[src/rtl/reversi_pkg.sv]
// reversi_pkg: shared encodings for the board cursor front end.
//   dir_t      - latched move direction (3 bits, DIR_NONE when idle)
//   state_t    - move command FSM state; ST_REPEAT exists only when
//                AUTO_REPEAT_EN is defined
//   BOARD_MAX  - highest row/column index of the board
//   dir_onehot - maps a direction to {down, up, left, right} bit order
package reversi_pkg;

  localparam int BOARD_MAX = 7;

  typedef enum logic [2:0] {
    DIR_NONE  = 3'd0,
    DIR_RIGHT = 3'd1,
    DIR_LEFT  = 3'd2,
    DIR_UP    = 3'd3,
    DIR_DOWN  = 3'd4
  } dir_t;

`ifdef AUTO_REPEAT_EN
  typedef enum logic [1:0] {
    ST_IDLE   = 2'd0,
    ST_HOLD   = 2'd1,
    ST_REPEAT = 2'd2
  } state_t;
`else
  typedef enum logic [1:0] {
    ST_IDLE = 2'd0,
    ST_HOLD = 2'd1
  } state_t;
`endif

  // Bit 0 right, bit 1 left, bit 2 up, bit 3 down.
  function automatic logic [3:0] dir_onehot(input dir_t d);
    logic [3:0] oh;
    oh = 4'b0000;
    case (d)
      DIR_RIGHT: oh = 4'b0001;
      DIR_LEFT:  oh = 4'b0010;
      DIR_UP:    oh = 4'b0100;
      DIR_DOWN:  oh = 4'b1000;
      default:   oh = 4'b0000;
    endcase
    return oh;
  endfunction

endpackage

[src/rtl/button_debounce.sv]
// button_debounce: conditions one raw asynchronous button.
//   2-FF synchroniser, then a counter that must see the synchronised level
//   differ from the debounced level for DEBOUNCE_CYCLES consecutive cycles
//   before the debounced level flips. rise is a registered one-cycle pulse
//   on each rising edge of the debounced level.
// Ports:
//   clk    in  system clock
//   resetn in  asynchronous active-low reset
//   btn    in  raw button, active-high, asynchronous
//   level  out debounced button level
//   rise   out one-cycle pulse, the cycle after level rises
module button_debounce #(
  parameter int DEBOUNCE_CYCLES = 500000
) (
  input  logic clk,
  input  logic resetn,
  input  logic btn,
  output logic level,
  output logic rise
);

  localparam int CW = (DEBOUNCE_CYCLES > 1) ? $clog2(DEBOUNCE_CYCLES) : 1;
  localparam logic [CW-1:0] CNT_LAST = CW'(DEBOUNCE_CYCLES - 1);

  logic          sync1;
  logic          sync2;
  logic [CW-1:0] cnt;
  logic          level_d;
  logic [1:0]    fill;
  logic          armed;

  // A button already held when reset is released must not count as a
  // press. 'fill' marks when sync2 carries a genuine sample; the edge
  // detector only arms once the button has been seen released.
  always_ff @(posedge clk or negedge resetn) begin
    if (!resetn) begin
      sync1   <= 1'b0;
      sync2   <= 1'b0;
      cnt     <= '0;
      level   <= 1'b0;
      level_d <= 1'b0;
      rise    <= 1'b0;
      fill    <= 2'b00;
      armed   <= 1'b0;
    end else begin
      sync1 <= btn;
      sync2 <= sync1;
      fill  <= {fill[0], 1'b1};
      if (fill[1] && !sync2) begin
        armed <= 1'b1;
      end
      if (sync2 != level) begin
        if (cnt == CNT_LAST) begin
          level <= sync2;
          cnt   <= '0;
        end else begin
          cnt <= cnt + CW'(1);
        end
      end else begin
        cnt <= '0;
      end
      level_d <= level;
      rise    <= level & ~level_d & armed;
    end
  end

endmodule

[src/rtl/move_cmd_gen.sv]
// move_cmd_gen: turns four raw direction buttons into clean single-cycle
// move-enable pulses for the cursor coordinate updater.
// Optional feature macro: AUTO_REPEAT_EN (hold-to-repeat). Without it the
// design emits exactly one pulse per press and REPEAT_DELAY/REPEAT_RATE
// are unused.
// Ports:
//   clk, resetn                      clock, asynchronous active-low reset
//   btn_right/left/up/down           raw active-high asynchronous buttons
//   enable                           cursor moves accepted; 0 suppresses pulses
//   moveRightEn/LeftEn/UpEn/DownEn   one-cycle registered move pulses
//   move_valid                       OR of the four move pulses (registered)
// Output protocol: no handshake. A move pulse is high for exactly one clk
// cycle and the consumer must act on it in that cycle; at most one move
// output is high in any cycle and move_valid is high in exactly those
// cycles.
module move_cmd_gen
  import reversi_pkg::*;
#(
  parameter int DEBOUNCE_CYCLES = 500000,
  parameter int REPEAT_DELAY    = 25000000,
  parameter int REPEAT_RATE     = 5000000
) (
  input  logic clk,
  input  logic resetn,
  input  logic btn_right,
  input  logic btn_left,
  input  logic btn_up,
  input  logic btn_down,
  input  logic enable,
  output logic moveRightEn,
  output logic moveLeftEn,
  output logic moveUpEn,
  output logic moveDownEn,
  output logic move_valid
);

  // Degenerate repeat settings are meaningless; this only names them so
  // the parameters stay referenced in the single-pulse build.
  if (REPEAT_DELAY < 1 || REPEAT_RATE < 1) begin : g_bad_repeat_cfg
  end

  logic [3:0] raw;
  logic [3:0] level;
  logic [3:0] rise;

  assign raw = {btn_down, btn_up, btn_left, btn_right};

  for (genvar i = 0; i < 4; i++) begin : g_btn
    button_debounce #(
      .DEBOUNCE_CYCLES(DEBOUNCE_CYCLES)
    ) u_deb (
      .clk   (clk),
      .resetn(resetn),
      .btn   (raw[i]),
      .level (level[i]),
      .rise  (rise[i])
    );
  end

  state_t     state;
  dir_t       dir;
  dir_t       pick;
  logic       held;
  logic [3:0] move_q;
  logic       valid_q;

`ifdef AUTO_REPEAT_EN
  localparam int RMAX = (REPEAT_DELAY > REPEAT_RATE) ? REPEAT_DELAY : REPEAT_RATE;
  localparam int RCW  = (RMAX > 1) ? $clog2(RMAX) : 1;
  localparam logic [RCW-1:0] DELAY_LAST = RCW'(REPEAT_DELAY - 1);
  localparam logic [RCW-1:0] RATE_LAST  = RCW'(REPEAT_RATE - 1);
  logic [RCW-1:0] rpt_cnt;
`endif

  // Fixed priority among same-cycle press events: right > left > up > down.
  always_comb begin
    pick = DIR_NONE;
    if (rise[0])      pick = DIR_RIGHT;
    else if (rise[1]) pick = DIR_LEFT;
    else if (rise[2]) pick = DIR_UP;
    else if (rise[3]) pick = DIR_DOWN;
  end

  // Debounced level of the latched button only; other buttons are ignored.
  always_comb begin
    held = |(level & dir_onehot(dir));
  end

  // State advances regardless of enable so a suppressed press is consumed.
  always_ff @(posedge clk or negedge resetn) begin
    if (!resetn) begin
      state   <= ST_IDLE;
      dir     <= DIR_NONE;
      move_q  <= 4'b0000;
      valid_q <= 1'b0;
`ifdef AUTO_REPEAT_EN
      rpt_cnt <= '0;
`endif
    end else begin
      move_q  <= 4'b0000;
      valid_q <= 1'b0;
      case (state)
        ST_IDLE: begin
          if (|rise) begin
            dir   <= pick;
            state <= ST_HOLD;
            if (enable) begin
              move_q  <= dir_onehot(pick);
              valid_q <= 1'b1;
            end
`ifdef AUTO_REPEAT_EN
            rpt_cnt <= '0;
`endif
          end
        end
        ST_HOLD: begin
          if (!held) begin
            state <= ST_IDLE;
            dir   <= DIR_NONE;
`ifdef AUTO_REPEAT_EN
            rpt_cnt <= '0;
          end else if (rpt_cnt == DELAY_LAST) begin
            state   <= ST_REPEAT;
            rpt_cnt <= '0;
            if (enable) begin
              move_q  <= dir_onehot(dir);
              valid_q <= 1'b1;
            end
          end else begin
            rpt_cnt <= rpt_cnt + RCW'(1);
`endif
          end
        end
`ifdef AUTO_REPEAT_EN
        ST_REPEAT: begin
          if (!held) begin
            state   <= ST_IDLE;
            dir     <= DIR_NONE;
            rpt_cnt <= '0;
          end else if (rpt_cnt == RATE_LAST) begin
            rpt_cnt <= '0;
            if (enable) begin
              move_q  <= dir_onehot(dir);
              valid_q <= 1'b1;
            end
          end else begin
            rpt_cnt <= rpt_cnt + RCW'(1);
          end
        end
`endif
        default: begin
          state <= ST_IDLE;
          dir   <= DIR_NONE;
        end
      endcase
    end
  end

  assign moveRightEn = move_q[0];
  assign moveLeftEn  = move_q[1];
  assign moveUpEn    = move_q[2];
  assign moveDownEn  = move_q[3];
  assign move_valid  = valid_q;

endmodule

[config.mk]
export PLATFORM = sky130hd
export DESIGN_NAME = move_cmd_gen
export DESIGN_NICKNAME = d
export VERILOG_FILES = /design/src/rtl/reversi_pkg.sv /design/src/rtl/button_debounce.sv /design/src/rtl/move_cmd_gen.sv
export SDC_FILE = /design/constraint.sdc
export NUM_CORES = 1
export LEC_CHECK = 0
export ABC_AREA = 1
export CORE_MARGIN = 5
export CORE_UTILIZATION = 56
export DETAILED_ROUTE_END_ITERATION = 10
export GPL_ROUTABILITY_DRIVEN = 0
export PLACE_DENSITY = 0.84
export SETUP_SLACK_MARGIN = 0.1
export SLEW_MARGIN = 20
export SYNTH_ARGS = -nofsm -noshare
export SYNTH_HDL_FRONTEND = slang
export SYNTH_HIERARCHICAL = 1
export SYNTH_SLANG_ARGS = --single-unit
[constraint.sdc]
create_clock -name clk -period 3.6 [get_ports clk]
set_input_delay 0.36 -clock clk [delete_from_list [all_inputs] [get_ports clk]]
set_output_delay 0.36 -clock clk [all_outputs]
set_load 0.01 [all_outputs]
==> metrics.txt, run 1 <==
biggest area consumer among synthesized cells=dfrtp_1; I/O pin total=12; diode insertion count for antenna repair=0; First DRT Iteration DRCs=486; total number of yosys warnings=6; Num CTS Buffers=17; sequential share of the synthesized area=51.0%; worst-path fanout max=1; fillers=746; Internal=2.55 mW; cell types occupying the most area after synthesis=dfrtp_1 51%, nor2_1 9.7%, nand2_1 8.4%, inv_1 4.6%, nand3_1 4.1%; Worst Hold Class=input pin to flop; via count of the first global-routing pass=4743; CP Data Required Time=around 3200 ps; DRT antenna net count=0; top cell type's share of synthesized area=51.0%; net count reported at finish=722; initial antenna violation count=0; TritonCTS clock tree=done; final core occ=65.7%; Critical Path Sink Type=primary output; Syn Std Cell Area=5740 um^2; power share of the sequential group=between 40 and 50%; most common cell after layout, fill and taps aside=nor2_1; slew at the pin with the worst max-slew slack=713 ps; Data arrival, critical path=roughly 1400 ps; worst vdd rail ir drop=471 uV; clock share of power=55.1%; largest net degree at the start of global routing=56; post-route worst setup slack=1870 ps; static leakage=2.92 nW; count of final max-slew check failures=0; number of unique standard cell types used by synthesis=25; post-route DRC violation count=0; number of placement rows=37; syn_nets=689; floorplan die area=12400 um^2; FMAX=0.580 GHz; Syn Inst Count=approximately 680; CTS Buffer Depth=2; overall routing resource usage=21.2%; max-capacitance violation count=0; final WL=roughly 12 mm; Post-CTS Setup Bufs=0; setup skew after layout=7.56 ps; net switching power figure=0.637 mW; sink count of the clock tree=117; launching element type of the critical path=flop; core area=10100 um^2; run status=finished, final reports clean; synthesized flop and latch total=117; top cell family by delay on the critical path=buffers and inverters; Final setup viols=0; post-detail-place hpwl=approximately 7.5 mm; commonest cells after routing, fill and taps aside=148 x nor2_1, 128 x nand2_1, 117 x dfrtp_1; count of TritonRoute iterations in the first routing pass=5; count of final hold-check violations=0; average cell area after synthesis=8.46 um^2; time the final worst path needs with I/O delays and setup=1730 ps; root buffer cell=clkbuf_8; starting utilization of the core area=56.6%; Clk pin slew, worst setup/hold paths=around 50 ps; Crit-path slowest cell=clkdlybuf4s50_1; via-per-instance ratio=5.30; share of the clock period used by the worst path after layout=a little under half; cell breakdown of the critical path=clkdlybuf4s50_1; setup slack at placement=2130 ps; worst stage delay on the critical path=530 ps; horizontal die dimension=111 um; setup repair after global routing missed its margin=false; IO Port Bufs=11; Buffers & Inverters on Critical Path=1; floorplan die height=111 um; routed wire length per instance=between 10 and 15 um; global-route wire length before repair=21.3 mm; CTS H-tree depth=4; via count=roughly 4600; combinational share of power=2.6%; ratio of cells with drive above 1 in the final layout=14.1%; headroom to the max-slew limit=52.5%; final sum of negative setup slack=0 ps; category of the most critical setup path=flop to primary output; net switching share of the total power=20.0%; global-route congestion overflow total=0; Worst-Skew Late Latency=520 ps; Area growth syn-to-layout=16.1%; power density over the cells=478 nW/um^2
-- power groups by stage --
stage               sequential, mW  combinational [mW]  clock, mW
floorplan                     1.37              0.0369          0
global placement              1.37              0.0789          0
detailed placement            1.37              0.0808          0
CTS                           1.35              0.0840       1.78
global route                  1.35              0.0964       1.86
finish                        1.35              0.0817       1.75
-- Yosys cell counts (all sizes together) --
cell,count
dfrtp,117
a21o,4
nand2,149
a31oi,1
o21ai,16
xnor2,16
xor2,28
nor3b,4
a21oi,12
inv,77
nor4,2
conb,4
ha,4
nand3,51
nand4,9
nor3,5
nor2,179
-- cell families after synthesis --
| family | after synthesis | synth area share (%) |
|---|---|---|
| other cells | 4 | 0.262 |
| flops | 117 | 51.0 |
| fa+ha+maj | 4 | 0.873 |
| compound gates | 33 | 3.19 |
| simple gates | 399 | 32.4 |
| xor+xnor | 44 | 7.24 |
| buf+inv | 77 | 5.04 |
-- timing repair --
| action | in CTS | in global routing |
|---|---|---|
| endpoints found under the hold margin | 53 | 0 |
| gates resized for setup | 0 | 0 |
| hold buffers | 1 | 0 |
-- per-layer routing --
metal	GRT usage (%)	wire length, um
met5	0	0
met1	25.9	5070
met2	34.6	5880
met3	6.60	634
met4	9.57	255
-- layout make-up --
type / count / area (um^2) / share of cell area (%)
sequential: 117 / 2930 / 44.0
multi-input combinational: 484 / 2520 / 37.8
clock buffer: 22 / 473 / 7.10
inverter: 77 / 289 / 4.34
tap: 136 / 170 / 2.55
clock inverter: 10 / 150 / 2.25
timing repair buffer: 14 / 133 / 1.99
-- flip-flops by register name (all words and copies together) (netlist names) --
signal	flops
state	1
dir	3
g_btn.u_deb/fill	8
g_btn.u_deb/armed	4
g_btn.u_deb/cnt	76
g_btn.u_deb/sync2	4
g_btn.u_deb/rise	4
move_q	4
g_btn.u_deb/level_d	4
g_btn.u_deb/sync1	4
move_valid	1
g_btn.u_deb/level	4
-- final timing paths --
path,from,endpoint,slack (ps),depth (start not counted)
max,move_q[2],moveUpEn,1870,1
min,btn_down,g_btn[3].u_deb/sync1,280,1
max reg2reg,g_btn[1].u_deb/cnt[0],g_btn[1].u_deb/cnt[16],2100,7
min reg2reg,g_btn[3].u_deb/fill[0],g_btn[3].u_deb/fill[1],350,0
max in group asynchronous,resetn,g_btn[0].u_deb/cnt[6],2270,3
min in group asynchronous,resetn,g_btn[2].u_deb/cnt[12],430,2
-- metrics by stage --
step	power, mW	instances	hold slack, ps	instance area, um^2
3_5_place_dp	1.45	827	336	6030
6_report	3.18	860	279	6660
4_1_cts	3.21	860	261	6660
5_1_grt	3.31	860	248	6660
2_1_floorplan	1.40	678	64.4	5740
3_3_place_gp	1.45	827	332	6030
Power figures use the tool's default switching activity.
==> run 2, diff against run 1 <==
Clock period 3.6 ns to 1.7 ns, I/O delays scaled along.
==> run 2 against run 1 <==
  * Non-clock buffer count grew 1
  * Via count shrank 2.2%
  * Routed wire length decreased by 3.7%
  * Clock power is 98% higher
  * Sequential share of layout area is 0.091 points lower
  * Sequential power is 110% higher
  * Critical path depth did not move
  * Die area is the same
  * Core utilization grew 0.14 points
  * Register-to-register slack got worse by 1900 ps
  * Largest cell class unchanged
==> metrics.txt, run 2 (synthesis gave the netlist of run 1 again) <==
run status=finished, final reports clean; global-route wire length before repair=20.3 mm (-4.7%); most common cell after layout, fill and taps aside=nor2_1; Crit-path slowest cell=clkdlybuf4s50_1; initial antenna violation count=0 (unchanged); Area after DPL=6070 um^2 (+0.75%); floorplan die area=12400 um^2 (unchanged); Buffers & Inverters on Critical Path=1 (unchanged); power density over the cells=975 nW/um^2 (+100%); Final setup viols=0 (unchanged); TritonCTS clock tree=done; final sum of negative setup slack=0 ps (unchanged); I/O pin total=12 (unchanged); top cell family by delay on the critical path=buffers and inverters; filler-free cell count of the finished design=861 (+0.12%); number of placement rows=37 (unchanged); worst stage delay on the critical path=530 ps (about the same); via count=4455 (-2.2%); category of the most critical setup path=flop to primary output; FMAX=0.660 GHz; cell breakdown of the critical path=clkdlybuf4s50_1; RR Startpoint=g_btn[0].u_deb/cnt[0]; DRT antenna net count=0 (unchanged); diode insertion count for antenna repair=0 (unchanged); clock share of power=53.3% (-1.8 points); count of final max-slew check failures=0 (unchanged); sink count of the clock tree=117 (unchanged); Critical Path Sink Type=primary output; Worst Hold Slack=103 ps (-177 ps); combinational share of power=2.8% (+0.2 points); setup slack at placement=278 ps (-1850 ps); IO Port Bufs=11 (unchanged); via-per-instance ratio=5.17 (-2.3%); overall routing resource usage=19.8% (-1.5 points); R2R setup slack=220 ps (-1880 ps); endpoint with the worst hold slack=g_btn[3].u_deb/sync1; net switching power figure=1.44 mW (+130%); CTS Buffer Depth=2 (unchanged); post-detail-place hpwl=7.65 mm (+2.6%); via count of the first global-routing pass=4617 (-2.7%); Area growth syn-to-layout=16.4%; net switching share of the total power=22.2% (+2.2 points); final core occ=65.8% (+0.14 points); setup repair after global routing missed its margin=false; max-capacitance violation count=0 (unchanged); post-route worst setup slack=185 ps (-1690 ps); area occupied by multi-input gates=2520 um^2 (about the same); share of the clock period used by the worst path after layout=89.1%; Data arrival, critical path=1350 ps (-20 ps); horizontal die dimension=111 um (unchanged); commonest cells after routing, fill and taps aside=147 x nor2_1, 128 x nand2_1, 117 x dfrtp_1; routed wire length per instance=13.2 um (-3.8%); floorplan die height=111 um (unchanged); Reg-to-Reg End=g_btn[0].u_deb/cnt[16]; Clk pin slew, worst setup/hold paths=60 ps (about the same); time the final worst path needs with I/O delays and setup=1520 ps; root buffer cell=clkbuf_8; setup skew after layout=10.4 ps (+2.85 ps); worst-path fanout max=1 (unchanged); number of flip-flops under the largest register name=76 (unchanged); ratio of cells with drive above 1 in the final layout=14.5% (+0.39 points); starting utilization of the core area=56.6% (unchanged); CTS H-tree depth=4 (unchanged); final WL=11.4 mm (-3.7%); post-route DRC violation count=0 (unchanged); number of placed instances, taps included=828 (+0.12%); Worst-Skew Late Latency=510 ps (about the same); Sequential cell area=2930 um^2 (unchanged); largest net degree at the start of global routing=33 (-41%); power share of the sequential group=43.8% (+1.5 points); worst hold start=btn_down; final design instance area without fill=6680 um^2 (+0.21%); static leakage=2.91 nW (-0.23%); number of cells traversed by the worst register-to-register path=8 (+1); power consumption=6.51 mW (+100%); net count reported at finish=723 (+0.14%); core area=10100 um^2 (unchanged); Internal=5.06 mW (+99%); launching element type of the critical path=flop; Num CTS Buffers=17 (unchanged); CP Data Required Time=1530 ps (-1710 ps); count of TritonRoute iterations in the first routing pass=6 (+1); worst vdd rail ir drop=698 uV (+48%); global-route congestion overflow total=0 (unchanged); First DRT Iteration DRCs=342 (-30%); biggest regs=g_btn.u_deb/cnt x76, g_btn.u_deb/fill x8; fillers=765 (+2.5%); largest reg by FF count=g_btn.u_deb/cnt; Worst Hold Class=input pin to flop; count of final hold-check violations=0 (unchanged); Hold Path Stages=1 (unchanged)
run 2: cell count changes in the layout (fill, tap and decap cells not counted):
cell	delta
inv_6	+3
nor2_1	-1
buf_12	+3
nor2_2	+1
buf_4	-2
clkinvlp_4	+1
clkinv_2	-4
clkbuf_8	-2
clkinv_4	+5
clkbuf_1	-1
bufinv_16	-2
run 2: power groups by stage:
stage / Sequential, mW / Clock, mW / Combinational [mW]
floorplan: 2.90 / 0 / 0.0781
global placement: 2.90 / 0 / 0.179
detailed placement: 2.90 / 0 / 0.185
CTS: 2.85 / 3.54 / 0.190
global route: 2.86 / 3.69 / 0.214
finish: 2.85 / 3.47 / 0.184
run 2: layer usage:
metal,routed length (um),GRT usage (%)
met2,5780,33.3
met4,244,8.11
met1,4910,24.1
met3,462,5.29
met5,0,0
run 2: timing repair:
item,in CTS,in global routing
endpoints found under the hold margin,117,0
endpoints found under the setup margin,0,2
buffers inserted,0,0
gates resized for setup,0,1
hold buffers,1,0
run 2: worst max-delay path by stage:
stage                     cells after the start                      to                   from  slack [ps]
final                                         1              moveDownEn              move_q[3]         180
after global routing                          8  g_btn[1].u_deb/cnt[14]  g_btn[1].u_deb/cnt[0]         100
after floorplan                               8  g_btn[0].u_deb/cnt[16]  g_btn[0].u_deb/cnt[0]         460
after detailed placement                      8  g_btn[3].u_deb/cnt[16]  g_btn[3].u_deb/cnt[0]         280
after global placement                        8  g_btn[1].u_deb/cnt[16]  g_btn[1].u_deb/cnt[0]         320
after CTS                                     1              moveDownEn              move_q[3]         150
run 2: area by class of cell:
class                      count  area share (%)
sequential                   117            43.9
multi-input combinational    484            37.8
clock buffer                  19            6.62
inverter                      77            4.33
timing repair buffer          15            2.66
tap                          136            2.55
clock inverter                13            2.21
==> run 3, diff against run 2 <==
Settings changed: PLACE_DENSITY 0.84 to not set, PLACE_DENSITY_LB_ADDON set to 0.08.
==> run 3 against run 2 <==
  * Flip-flop and latch count stayed put
  * Non-clock buffer count stayed put
  * Setup slack worse by 6.8 ps
  * Worst hold slack worse by 10 ps
  * Design area is 0.64% higher
  * Final cell count stayed put
  * Clock-buffer cell count is 4 higher
  * Critical path type unchanged
==> metrics.txt, run 3 (synthesis gave the netlist of run 1 again) <==
run status=finished, final reports clean; worst stage delay on the critical path=530 ps (about the same); ratio of cells with drive above 1 in the final layout=14.1% (-0.41 points); time the final worst path needs with I/O delays and setup=1520 ps (+6.77 ps); routed wire length per instance=12.3 um (-7.3%); sink count of the clock tree=117 (unchanged); global-route congestion overflow total=0 (unchanged); category of the most critical setup path=flop to primary output; final WL=10.6 mm (-7.3%); net count reported at finish=723 (unchanged); largest reg by FF count=g_btn.u_deb/cnt; Reg-to-Reg End=g_btn[0].u_deb/cnt[16]; worst-path fanout max=1 (unchanged); global-route wire length before repair=19.2 mm (-5.6%); number of flip-flops under the largest register name=76 (unchanged); CTS Buffer Depth=2 (unchanged); Crit-path slowest cell=clkdlybuf4s50_1; biggest regs=g_btn.u_deb/cnt x76, g_btn.u_deb/fill x8; Critical Path Sink Type=primary output; setup repair after global routing missed its margin=false; top cell family by delay on the critical path=buffers and inverters; Buffers & Inverters on Critical Path=1 (unchanged); via count of the first global-routing pass=4153 (-10%); count of final max-slew check failures=0 (unchanged); post-detail-place hpwl=7.29 mm (-4.7%); via count=4236 (-4.9%); power density over the cells=1040 nW/um^2 (+6.2%); Post-CTS Setup Bufs=0 (unchanged); Worst-Skew Late Latency=510 ps (about the same); largest net degree at the start of global routing=84 (+150%); final sum of negative setup slack=0 ps (unchanged); Area growth syn-to-layout=17.1%; max-capacitance violation count=0 (unchanged); setup skew after layout=5.13 ps (-5.28 ps); IO Port Bufs=11 (unchanged); TritonCTS clock tree=done; overall routing resource usage=19.0% (-0.80 points); starting utilization of the core area=56.6% (unchanged); RR Startpoint=g_btn[0].u_deb/cnt[0]; setup slack at placement=269 ps (-8.92 ps); FMAX=0.657 GHz (-0.45%); diode insertion count for antenna repair=0 (unchanged); floorplan die height=111 um (unchanged); number of placement rows=37 (unchanged); horizontal die dimension=111 um (unchanged); Hold Path Stages=1 (unchanged); via-per-instance ratio=4.92 (-4.9%); I/O pin total=12 (unchanged); Final setup viols=0 (unchanged); worst hold start=btn_down; Clk pin slew, worst setup/hold paths=50 ps (about the same); commonest cells after routing, fill and taps aside=147 x nor2_1, 127 x nand2_1, 117 x dfrtp_1; launching element type of the critical path=flop; core area=10100 um^2 (unchanged); R2R setup slack=240 ps (+20 ps); worst vdd rail ir drop=714 uV (+2.3%); static leakage=2.93 nW (+0.63%); Worst Hold Class=input pin to flop; count of final hold-check violations=0 (unchanged); Num CTS Buffers=17 (unchanged); endpoint with the worst hold slack=g_btn[3].u_deb/sync1; most common cell after layout, fill and taps aside=nor2_1; number of cells traversed by the worst register-to-register path=7 (-1); First DRT Iteration DRCs=256 (-25%); share of the clock period used by the worst path after layout=89.5% (+0.40 points); count of TritonRoute iterations in the first routing pass=4 (-2); cell breakdown of the critical path=clkdlybuf4s50_1; post-route DRC violation count=0 (unchanged); post-route worst setup slack=178 ps (-6.78 ps); initial antenna violation count=0 (unchanged); root buffer cell=clkbuf_8; CP Data Required Time=1530 ps (about the same); Data arrival, critical path=1350 ps (about the same); DRT antenna net count=0 (unchanged); floorplan die area=12400 um^2 (unchanged); CTS H-tree depth=4 (unchanged)
[run 3: cell types whose count changed in the layout (fill, tap and decap cells not counted), sizes merged]
| cell | change |
|---|---|
| bufinv | +4 |
| clkbuf | +4 |
| clkinv | -5 |
| inv | -3 |
[run 3: worst max path at each step]
stage	start	endpoint	slack, ps	cells past startpoint
final	move_q[3]	moveDownEn	180	1
after global routing	g_btn[0].u_deb/cnt[0]	g_btn[0].u_deb/cnt[16]	100	7
after CTS	move_q[1]	moveLeftEn	150	1
after detailed placement	g_btn[1].u_deb/cnt[0]	g_btn[1].u_deb/cnt[16]	270	7
after global placement	g_btn[0].u_deb/cnt[0]	g_btn[0].u_deb/cnt[16]	320	7
after floorplan	g_btn[0].u_deb/cnt[0]	g_btn[0].u_deb/cnt[16]	460	8
[run 3: timing repair]
item | 4_1_cts | 5_1_grt
resized for setup | 0 | 2
hold buffers | 1 | 0
hold endpoints to repair | 117 | 0
endpoints found under the setup margin | 0 | 2
[run 3: layout make-up]
cell class              count  area [um^2]
clock buffers              23          457
clock inverters             9          198
fillers                   842         3420
inverters                  77          289
multi-input cells         484         2520
flip-flops and latches    117         2930
well taps                 136          170
repair buffers             15          153
[run 3: per-layer routing]
metal,up-vias,global-route usage [%],share of wire [%]
li1,2176,-,-
met1,1979,25.3,47
met2,70,29.9,49
met3,11,5.02,3.5
met4,0,6.97,1.0
met5,-,0,0
[run 3: power by group]
group | total [mW] | leakage (nW) | switching, mW | internal (mW)
registers | 2.85 | 1.57 | 0.0246 | 2.83
logic | 0.171 | 1.05 | 0.122 | 0.0493
clock network | 3.93 | 0.316 | 1.18 | 2.75
total | 6.95 | 2.93 | 1.33 | 5.63
[run 3: metrics by stage]
stage	instance area (um^2)	std cells	hold slack, ps	utilization (%)	power, mW
4_1_cts	6710	861	68.6	66.2	7.04
3_3_place_gp	6050	828	241	59.7	3.07
3_5_place_dp	6050	828	243	59.7	3.08
6_report	6720	861	92.4	66.3	6.95
5_1_grt	6720	861	66.7	66.3	7.23
2_1_floorplan	5740	678	-126	-	2.98
